File: config.mk
export PLATFORM = sky130hd
export DESIGN_NAME = color_mapper_palette
export DESIGN_NICKNAME = d
export VERILOG_FILES = /design/src/rtl/color_mapper_palette.sv
export SDC_FILE = /design/constraint.sdc
export NUM_CORES = 1
export LEC_CHECK = 0
export ABC_AREA = 1
export CELL_PAD_IN_SITES_DETAIL_PLACEMENT = 1
export CELL_PAD_IN_SITES_GLOBAL_PLACEMENT = 2
export CORE_MARGIN = 4
export CORE_UTILIZATION = 32
export DETAILED_ROUTE_END_ITERATION = 7
export GPL_TIMING_DRIVEN = 0
export PLACE_DENSITY = 0.78
export SYNTH_ARGS = -nofsm -noshare
export SYNTH_HDL_FRONTEND = slang
export SYNTH_SLANG_ARGS = --single-unit
export TNS_END_PERCENT = 50
File: constraint.sdc
create_clock -name Clk -period 4.85 [get_ports Clk]
set_input_delay 0.97 -clock Clk [delete_from_list [all_inputs] [get_ports Clk]]
set_output_delay 0.97 -clock Clk [all_outputs]
set_load 0.05 [all_outputs]
File: src/rtl/color_mapper_palette.sv
// color_mapper_palette: palette lookup with cursor and click-marker overlay, 2-stage registered RGB output
// Ports: Clk/Reset (async active-high); data/is_mouse/DrawX/DrawY pixel stream in;
//        XMOV_MOUSE/YMOV_MOUSE mouse position (Y bottom-up); key1/LEFT/RIGHT async controls;
//        pal_we/pal_addr/pal_wdata palette write; VGA_R/G/B registered colour; mark_vis marker state.
module color_mapper_palette #(
    parameter int          DATA_W     = 2,
    parameter int          MARK_R     = 1,
    parameter int          SCREEN_H   = 480,
    parameter logic [23:0] CURSOR_RGB = 24'h00FFFF,
    parameter logic [23:0] MARK_RGB   = 24'hFF0000
) (
    input  logic              Clk,
    input  logic              Reset,
    input  logic [DATA_W-1:0] data,
    input  logic              is_mouse,
    input  logic [9:0]        DrawX,
    input  logic [9:0]        DrawY,
    input  logic [9:0]        XMOV_MOUSE,
    input  logic [9:0]        YMOV_MOUSE,
    input  logic              key1,
    input  logic              LEFT,
    input  logic              RIGHT,
    input  logic              pal_we,
    input  logic [DATA_W-1:0] pal_addr,
    input  logic [23:0]       pal_wdata,
    output logic [7:0]        VGA_R,
    output logic [7:0]        VGA_G,
    output logic [7:0]        VGA_B,
    output logic              mark_vis
);
    localparam int DEPTH = 2 ** DATA_W;
    localparam logic signed [11:0] R = 12'(MARK_R);

    function automatic logic [23:0] pal_init(input int i);
        return i == 0 ? 24'h000000 : i == 2 ? 24'h556D4B : i == 3 ? 24'hFFC3C3 : 24'hFFFFFF;
    endfunction

    logic [2:0]        left_q, right_q;
    logic [1:0]        key_q;
    logic              see_q, see_d, nosee_q, nosee_d;
    logic [23:0]       pal_q [DEPTH];
    logic [DATA_W-1:0] data_q;
    logic              mouse_q, hit_q, hit_d;
    logic [23:0]       rgb_q, rgb_d;
    logic signed [11:0] mx, my, dx, dy;
    logic              hit;

    // Rising edge seen between the 2nd and 3rd sync flop; key1 is taken from its 2nd flop so both line up.
    always_comb begin
        see_d   = (left_q[1] & ~left_q[2]) ? key_q[1] : see_q;
        nosee_d = (right_q[1] & ~right_q[2]) ? ~key_q[1] : nosee_q;
    end

    assign mark_vis = see_q & ~nosee_q;

    // Signed 12-bit distances so coordinates near 0 or 1023 never wrap into a false hit.
    always_comb begin
        mx    = $signed({2'b00, XMOV_MOUSE});
        my    = $signed(12'(SCREEN_H)) - $signed({2'b00, YMOV_MOUSE});
        dx    = $signed({2'b00, DrawX}) - mx;
        dy    = $signed({2'b00, DrawY}) - my;
        hit   = (YMOV_MOUSE <= 10'(SCREEN_H)) && dx >= -R && dx <= R && dy >= -R && dy <= R;
        hit_d = hit & mark_vis & (data == '0);
        rgb_d = mouse_q ? CURSOR_RGB : hit_q ? MARK_RGB : pal_q[data_q];
    end

    always_ff @(posedge Clk or posedge Reset) begin
        if (Reset) begin
            left_q  <= '0;
            right_q <= '0;
            key_q   <= '0;
            see_q   <= 1'b0;
            nosee_q <= 1'b0;
            data_q  <= '0;
            mouse_q <= 1'b0;
            hit_q   <= 1'b0;
            rgb_q   <= '0;
        end else begin
            left_q  <= {left_q[1:0], LEFT};
            right_q <= {right_q[1:0], RIGHT};
            key_q   <= {key_q[0], key1};
            see_q   <= see_d;
            nosee_q <= nosee_d;
            data_q  <= data;
            mouse_q <= is_mouse;
            hit_q   <= hit_d;
            rgb_q   <= rgb_d;
        end
    end

    // Stage 2 reads pal_q before this edge's write lands, so a same-edge read sees the old entry.
    always_ff @(posedge Clk or posedge Reset) begin
        if (Reset) begin
            for (int i = 0; i < DEPTH; i++) pal_q[i] <= pal_init(i);
        end else if (pal_we) begin
            pal_q[pal_addr] <= pal_wdata;
        end
    end

    assign {VGA_R, VGA_G, VGA_B} = rgb_q;
endmodule
==> results.md, run 1 <==
- The post-route netlist has 11.2% of its cells at a drive strength greater than 1.
- The instance area at placement is 0.00829 mm^2.
- The total of cells resized after clock tree synthesis is 0.
- Clock-pin slew was measured on the worst setup and hold paths at 50 ps.
- The via count of the first global-routing pass is 6546.
- The power spent charging and discharging nets is 0.967 mW.
- The max-slew headroom at the worst pin is 50.3%.
- The worst reg-to-reg path cell count is 7.
- The final critical path takes up 69.0% of the cycle.
- At the pin with the least slew margin, the transition time is 745 ps.
- The launching point of the worst reg2reg path is data_q[1].
- For this block, the routed nets add up to 20.8 mm of wire.
- For this configuration, the core starts out at a cell density of 32.7%.
- The total global routing overflow is 0.
- Hold is met by 353 ps.
- For this run, the slowest stage of the critical path takes 460 ps.
- The number of primary I/O pins is 100.
- The number of hold violations in the final report is 0.
- Post-CTS timing repair inserted 0 buffers for setup.
- The total half-perimeter wirelength after legalization and detailed placement is 15.2 mm.
- The initial antenna violation count is 0.
- Yosys printed 0 warnings.
- The total CTS buffers is 17.
- In the post-synthesis netlist, the cell with the most instances is nand2_1.
- Once layout is complete, the cells apart from fillers number 1279.
- Across the run, the number of max-cap violations was 0.
- After detailed routing, the number of remaining DRC violations is 0.
- The detail route stage leaves a number of antenna-violating nets equal to 0.
- The clock network is responsible for 39.2% of the overall power.
- The share of the synthesized area in compound gates (AO/OA/AOI/OAI) is 15.4%.
- The die is 155 um tall.
- The internal power consumption is 2.49 mW.
- The count of buffers added on input and output ports is 99.
- The mapped netlist covers 0.00693 mm^2.
- The die covers 0.0241 mm^2.
- Dividing total power by cell area gives a power density of 387 mW/mm^2.
- The clock sink count is 134.
- The fraction of power spent switching nets is 28.0%.
- By count the netlist is led by nand2_1, o21ai_0, inv_1, dfrtp_1, dfstp_2.
- The type of element launching the critical path is an input port.
- The flow ran to the end, and the final reports show no timing, DRC or antenna violations.
- In the post-synthesis netlist, the biggest area contributors are dfrtp_1, dfstp_2, nand2_1.
- The number of hold buffers added after cts is 0.
- The number of antenna diodes in the final layout is 0.
- The detailed router placed 6199 vias in this run.
- In this run the deepest clock path goes through 2 buffers.
- Sequential elements use 49.4% of the synthesized area.
- The most prevalent standard cell on the critical path is nand2_1.
- The most used flip-flop cell after synthesis is dfrtp_1.
- After detailed routing, the number of vias per cell comes to 4.85.
- The start point of the worst hold path is right_q[0].
- After synthesis, the mean cell area works out to 7.94 um^2.
- The worst hold path was traced through 0 stages.
- Entering global routing, the biggest net connects 84 pins.
- Setup repair after global routing left no endpoint under its margin.
- The clock tree from TritonCTS is yes.
- The fraction of the core area covered by cells at the end of the flow is 42.2%.
- Global routing used 17.9% of the available tracks.
- Combinational logic is responsible for 20.1% of the overall power.
- Walking the worst path, the cells encountered are clkdlybuf4s50_1 -> nor3_1 -> nand3b_1 -> xor2_1 -> ha_1 -> nand2_1 -> inv_1 -> a21oi_1 -> nand3_1 -> nand2_1 -> nand2_1 -> nor2_1 -> nand3_1 -> nand2_1 -> nand3_1 -> nor2_1.
- The final max-slew violation count is 0.
- In this run the critical register-to-register path is captured at rgb_q[23].
- The top fanout value on the critical path is 5.
- The routed wirelength normalized by instance count is 16.3 um.
- The end point of the worst hold path is right_q[1].
- After floorplanning, the core was divided into 53 placement rows.
- In this run the register-to-register setup slack is 2920 ps.
- Counting tap cells, the placed design contains a total of 1247 instances.
- The path class of the tightest hold or removal check is flop to flop.
- The wire length of the first global-routing pass is 34.2 mm.
- The post-route setup TNS is 0 ps.
- The data arrival time of the critical path is 3690 ps.
- The top cell type by total area after synthesis is dfrtp_1.
- The finished cells cover 0.00892 mm^2.
- The data required time of the critical path is 5200 ps.
- The final setup violation count is 0.
- The number of nets in the synthesized netlist is 970.
- For the worst-skew pair, the clock arrives at the later sink with an insertion delay of 420 ps.
- The first TritonRoute pass finished after 4 iterations.
- The largest family of logic cells by synthesized area is simple AND/OR/NAND/NOR gates.
- The worst setup path is captured at a flop.
- In this run the static leakage power is 4.26 nW.
- The area of the core is 0.0212 mm^2.
- After Yosys synthesis, XOR and XNOR cells account for 0.885% of the synthesized area.
- The die is 155 um wide.
- The placer congestion estimate is 0.765.
- The cell type of the slowest stage on the worst timing path is clkdlybuf4s50_1.
- The mux cell area share after synthesis is 0%.
- Timing would allow up to 299 MHz.
- The minimum clock period after layout is 3350 ps.
- The first routing iteration left 156 violations.
- The sequential group share of total power is 40.6%.
- Across the routed clock network, the largest skew measured is 8.20 ps.
- The synthesized netlist devotes 4.37% of its cell area to adder and majority cells.
- Prior to clock tree synthesis, the placed netlist has a worst setup slack of 1080 ps.
- At the end of the flow, the number of nets in the layout was 1089.
- From synthesis to final layout, the design area changed by 28.9%.
- Setup slack closes at 1500 ps.
- The synthesized design contains 134 register bits.
- The worst vdd rail ir drop is 0.244 mV.
- The count of flip-flops with a built-in enable after synthesis is 0.
- The synthesized netlist devotes 21.6% of its cell area to simple gates.
- The clock root buffer is clkbuf_16.
- The gate count of the mapped netlist is 872.
- After synthesis, the netlist uses 29 different library cells.
- For this run, asynchronously set or reset flops after synthesis account for 100%.
- The category of the critical setup timing path is input port to flop.
- The share of Yosys cell area claimed by the top area cell type is 29.3%.
- The maximum level of the CTS H-tree is 4.
- The total design power is 3.45 mW.
-- power groups by stage --
stage                     clock [mW]  sequential [mW]  combinational, mW
after floorplan                    0             1.47              0.397
after global placement             0             1.41              0.685
after detailed placement           0             1.42              0.706
after CTS                       1.38             1.40              0.710
after global routing            1.44             1.42              0.790
final                           1.35             1.40              0.696
-- logic make-up (layout without fill, tap and decap cells) --
group / count (synthesis) / in the layout
AO/OA/AOI/OAI: 187 / 187
XOR/XNOR: 7 / 7
adder cells (fa/ha/maj): 23 / 23
buffers and inverters: 154 / 286
flip-flops: 134 / 134
AND/OR/NAND/NOR: 367 / 367
-- layer usage --
metal | GRT usage, % | routed length, um | vias to the layer above
li1 | - | - | 3041
met1 | 23.1 | 9330 | 3040
met2 | 31.0 | 10400 | 101
met3 | 3.20 | 769 | 17
met4 | 5.00 | 267 | 0
met5 | 0 | 0 | -
-- how the worst max path moves through the flow --
stage	startpoint	endpoint	slack (ps)	depth (start not counted)
final	YMOV_MOUSE[2]	hit_q	1500	16
after global routing	YMOV_MOUSE[2]	hit_q	1180	16
after CTS	YMOV_MOUSE[2]	hit_q	1510	16
after detailed placement	YMOV_MOUSE[2]	hit_q	1080	16
after global placement	Reset	rgb_q[8]	-1590	2
after floorplan	Reset	data_q[0]	380	1
-- registers in the layout (all words and copies together) (netlist names) --
register and count:
mouse_q 1, see_q 1, hit_q 1, nosee_q 1
pal_q 96, right_q 3, left_q 3, data_q 2
key_q 2, rgb_q 24
-- worst max-delay path, delay by kind of cell --
kind,cells,cell delay (ps)
simple gates,11,1390
buf+inv,2,510
fa+ha+maj,1,370
compound gates,1,260
xor+xnor,1,200
-- area by class of cell --
class | instances | area, um^2
flip-flops and latches | 134 | 3420
fillers | 2582 | 12200
plain buffers | 39 | 153
clock buffers | 25 | 515
clock inverters | 7 | 115
repair buffers | 100 | 1020
inverters | 115 | 437
multi-input cells | 584 | 2920
well taps | 275 | 344
-- layout by cell type, fill, tap and decap left out, drive strengths merged --
cell type,instances
a21boi,1
a21o,1
a21oi,44
a221o,16
a31oi,1
and2,1
buf,10
bufinv,3
clkbuf,55
clkdlybuf4s50,99
clkinv,2
clkinvlp,2
dfrtp,81
dfstp,53
fa,2
ha,21
inv,115
nand2,267
nand3,41
nand3b,2
nand4,7
nor2,46
nor3,2
o21ai,116
o221ai,8
or2,1
xnor2,2
xor2,5
No activity file was read; power rests on OpenSTA's default activity.
==> inputs of run 2 (changes only) <==
clock period = 3.3 ns   (was 4.85 ns; I/O delays follow)
==> results.md, run 2 (synthesis gave the netlist of run 1 again) <==
- The run finished with clean final reports.
- The die covers 0.0241 mm^2.
- No sink is reached through more buffers than the 2 on the longest clock path.
- The total half-perimeter wirelength after legalization and detailed placement is 15.1 mm.
- Using the TritonRoute via totals, the vias-per-cell ratio works out to 4.85.
- The clock skew after layout is 12.7 ps.
- Across all layers, the routed design uses 6217 vias.
- Clock-pin slew was measured on the worst setup and hold paths at 60 ps.
- The max-slew headroom at the worst pin is 39.5%.
- The proportion of layout cells with a drive suffix above 1 is 11.6%.
- The post-route worst hold slack is 347 ps.
- Counting flops per register, the top entry is pal_q.
- Entering global routing, the biggest net connects 42 pins.
- The via count of the first global-routing pass is 6486.
- The growth of design area from synthesis to finish is 30.1%.
- The share of the clock period used by the worst path after layout is 92.3%.
- STA puts the critical path data required time at 3660 ps.
- Adding up every negative setup slack in the final design gives 0 ps.
- The cell type of the slowest stage on the worst timing path is clkdlybuf4s50_1.
- The number of primary I/O pins is 100.
- The library cell used most frequently in the layout, excluding fill and tap cells, is nand2_1.
- The clock insertion delay at the later pin of the skew report is 430 ps.
- The number of hold buffers added after cts is 0.
- Timing would allow up to 328 MHz.
- The register with the most flip-flops in the layout has 96 of them.
- For this run, the total global-route usage over all layers was measured as 17.5%.
- The horizontal die dimension is 155 um.
- Leaving out fill and tap cells, the most frequent cells in the layout are nand2_1, o21ai_0, inv_1, clkdlybuf4s50_1, dfrtp_1.
- After routing the design area is 0.00901 mm^2.
- Once placement finished, the instance area stood at 0.00832 mm^2.
- For this run, the post-layout net count is 1091.
- The number of instances in the placed design is 1249.
- The worst register-to-register path ends at rgb_q[4].
- The total buffers and inverters traversed by the critical path is 3.
- Walking the worst path, the cells encountered are clkdlybuf4s50_1 -> inv_1 -> ha_1 -> nand3_1 -> nand2_1 -> o21ai_0 -> and2_1 -> ha_1 -> nand2_1 -> inv_1 -> a21oi_2 -> nand3_1 -> nand2_1 -> nand2_1 -> nor2_1 -> nand3_1 -> nand2_1 -> nand3_1 -> nor2_1.
- In the routed design, unresolved DRC markers number 0.
- The final max-slew violation count is 0.
- In the final routed layout, each cell accounts on average for 16.1 um.
- The start point of the worst hold path is right_q[0].
- Prior to clock tree synthesis, the placed netlist has a worst setup slack of -225 ps.
- The type of element launching the critical path is an input port.
- The clock sink count is 134.
- Across the run, the number of max-cap violations was 0.
- For this design the ratio of total power to cell area is 585 mW/mm^2.
- For this run, the number of standard cells in the final layout without fillers is 1281.
- The number of hold violations in the final report is 0.
- The total global routing overflow is 0.
- The path type of the worst min-delay path is flop to flop.
- Setup violations remaining at the end of the flow were counted as 0.
- The total detailed-routing wirelength is 20.6 mm.
- At the end of routability-driven placement, the weighted congestion stood at 0.775.
- After floorplanning, the core was sized to cover 0.0212 mm^2.
- The kind of end point of the critical path is a flop.
- The clock root buffer is clkbuf_16.
- The actual slew at the worst max-slew pin is 905 ps.
- The row count is 53.
- 0 antenna diodes ended up in the layout.
- Counting buffers and inverters, the worst setup path is 19 cells deep.
- In this run the post-CTS setup repair buffer count came out at 0.
- The category of the critical setup timing path is input port to flop.
- The first detailed-routing pass ran for 4 iterations.
- The data arrival time of the critical path is 3400 ps.
- The H-tree was split into 4 levels.
- The post-detailed-route count of antenna-violating nets is 0.
- The leakage power figure is 4.29 nW.
- Counting cells, the worst reg-to-reg path comes to 6.
- The detailed router finished its first iteration with 204 violations.
- The critical path starts at YMOV_MOUSE[0].
- The number of gates resized after CTS was 0.
- The worst setup margin is 254 ps.
- In this run the worst setup path terminates at hit_q.
- The starting density of the core is 32.7%.
- The vertical die dimension is 155 um.
- Broken down by cell family, the worst path's largest delay share belongs to simple AND/OR/NAND/NOR gates.
- The most prevalent standard cell on the critical path is nand2_1.
- The largest registers in the layout are pal_q (96), rgb_q (24).
- The count of port buffers added during placement is 99.
- The first global-routing pass estimated 33.5 mm of wire.
- The initial antenna violation count was 0.
- The total CTS buffers is 17.
- The worst vdd rail ir drop is 0.386 mV.
- In this run the worst path has a maximum fanout of 5.
- The clock period could shrink to 3050 ps.
- The launching point of the worst reg2reg path is data_q[1].
- TritonCTS built the clock tree.
- The worst-case register-to-register setup slack is 1350 ps.
- Setup repair after global routing left no endpoint under its margin.
- The delay of the slowest cell on the worst path is 520 ps.
## run 2: final cells by class
type / count / area [um^2]
fill: 2565 / 12100
sequential: 134 / 3420
multi-input combinational: 584 / 2930
timing repair buffer: 102 / 1050
clock buffer: 18 / 439
inverter: 115 / 435
tap: 275 / 344
clock inverter: 14 / 245
buffer: 39 / 153
## run 2: metal layers
layer	vias up	GRT usage, %	share of wire [%]
met1	3039	22.0	46
met5	-	0	0
met2	106	30.9	50
li1	3050	-	-
met4	0	5.21	1.6
met3	22	3.09	3.2
## run 2: worst min path at each step
stage	cells after the start	slack, ps	endpoint
finish	0	350	right_q[1]
global route	0	360	right_q[1]
CTS	0	350	right_q[1]
detailed placement	0	340	right_q[1]
global placement	0	330	right_q[1]
floorplan	0	330	key_q[1]
## run 2: report_power, final
part           internal [mW]  leakage [nW]  total (mW)  switching [mW]
clock network           1.45         0.331        2.19           0.740
logic                  0.403          2.43        1.03           0.625
registers               1.95          1.53        2.06           0.112
total                   3.79          4.29        5.27            1.48
## run 2: through the flow
stage | total power [mW] | util [%]
final | 5.27 | 42.6
after detailed placement | 3.12 | 39.4
after CTS | 5.33 | 42.6
after global routing | 5.55 | 42.6
after floorplan | 2.74 | -
after global placement | 3.08 | 39.1
==> inputs of run 3 (changes only) <==
ABC_CLOCK_PERIOD_IN_PS = 3300   (was default)
SKIP_CTS_REPAIR_TIMING = 1   (was default)
==> results of run 3 <==
Final layout, timing and power as in run 2 (identical DEF).
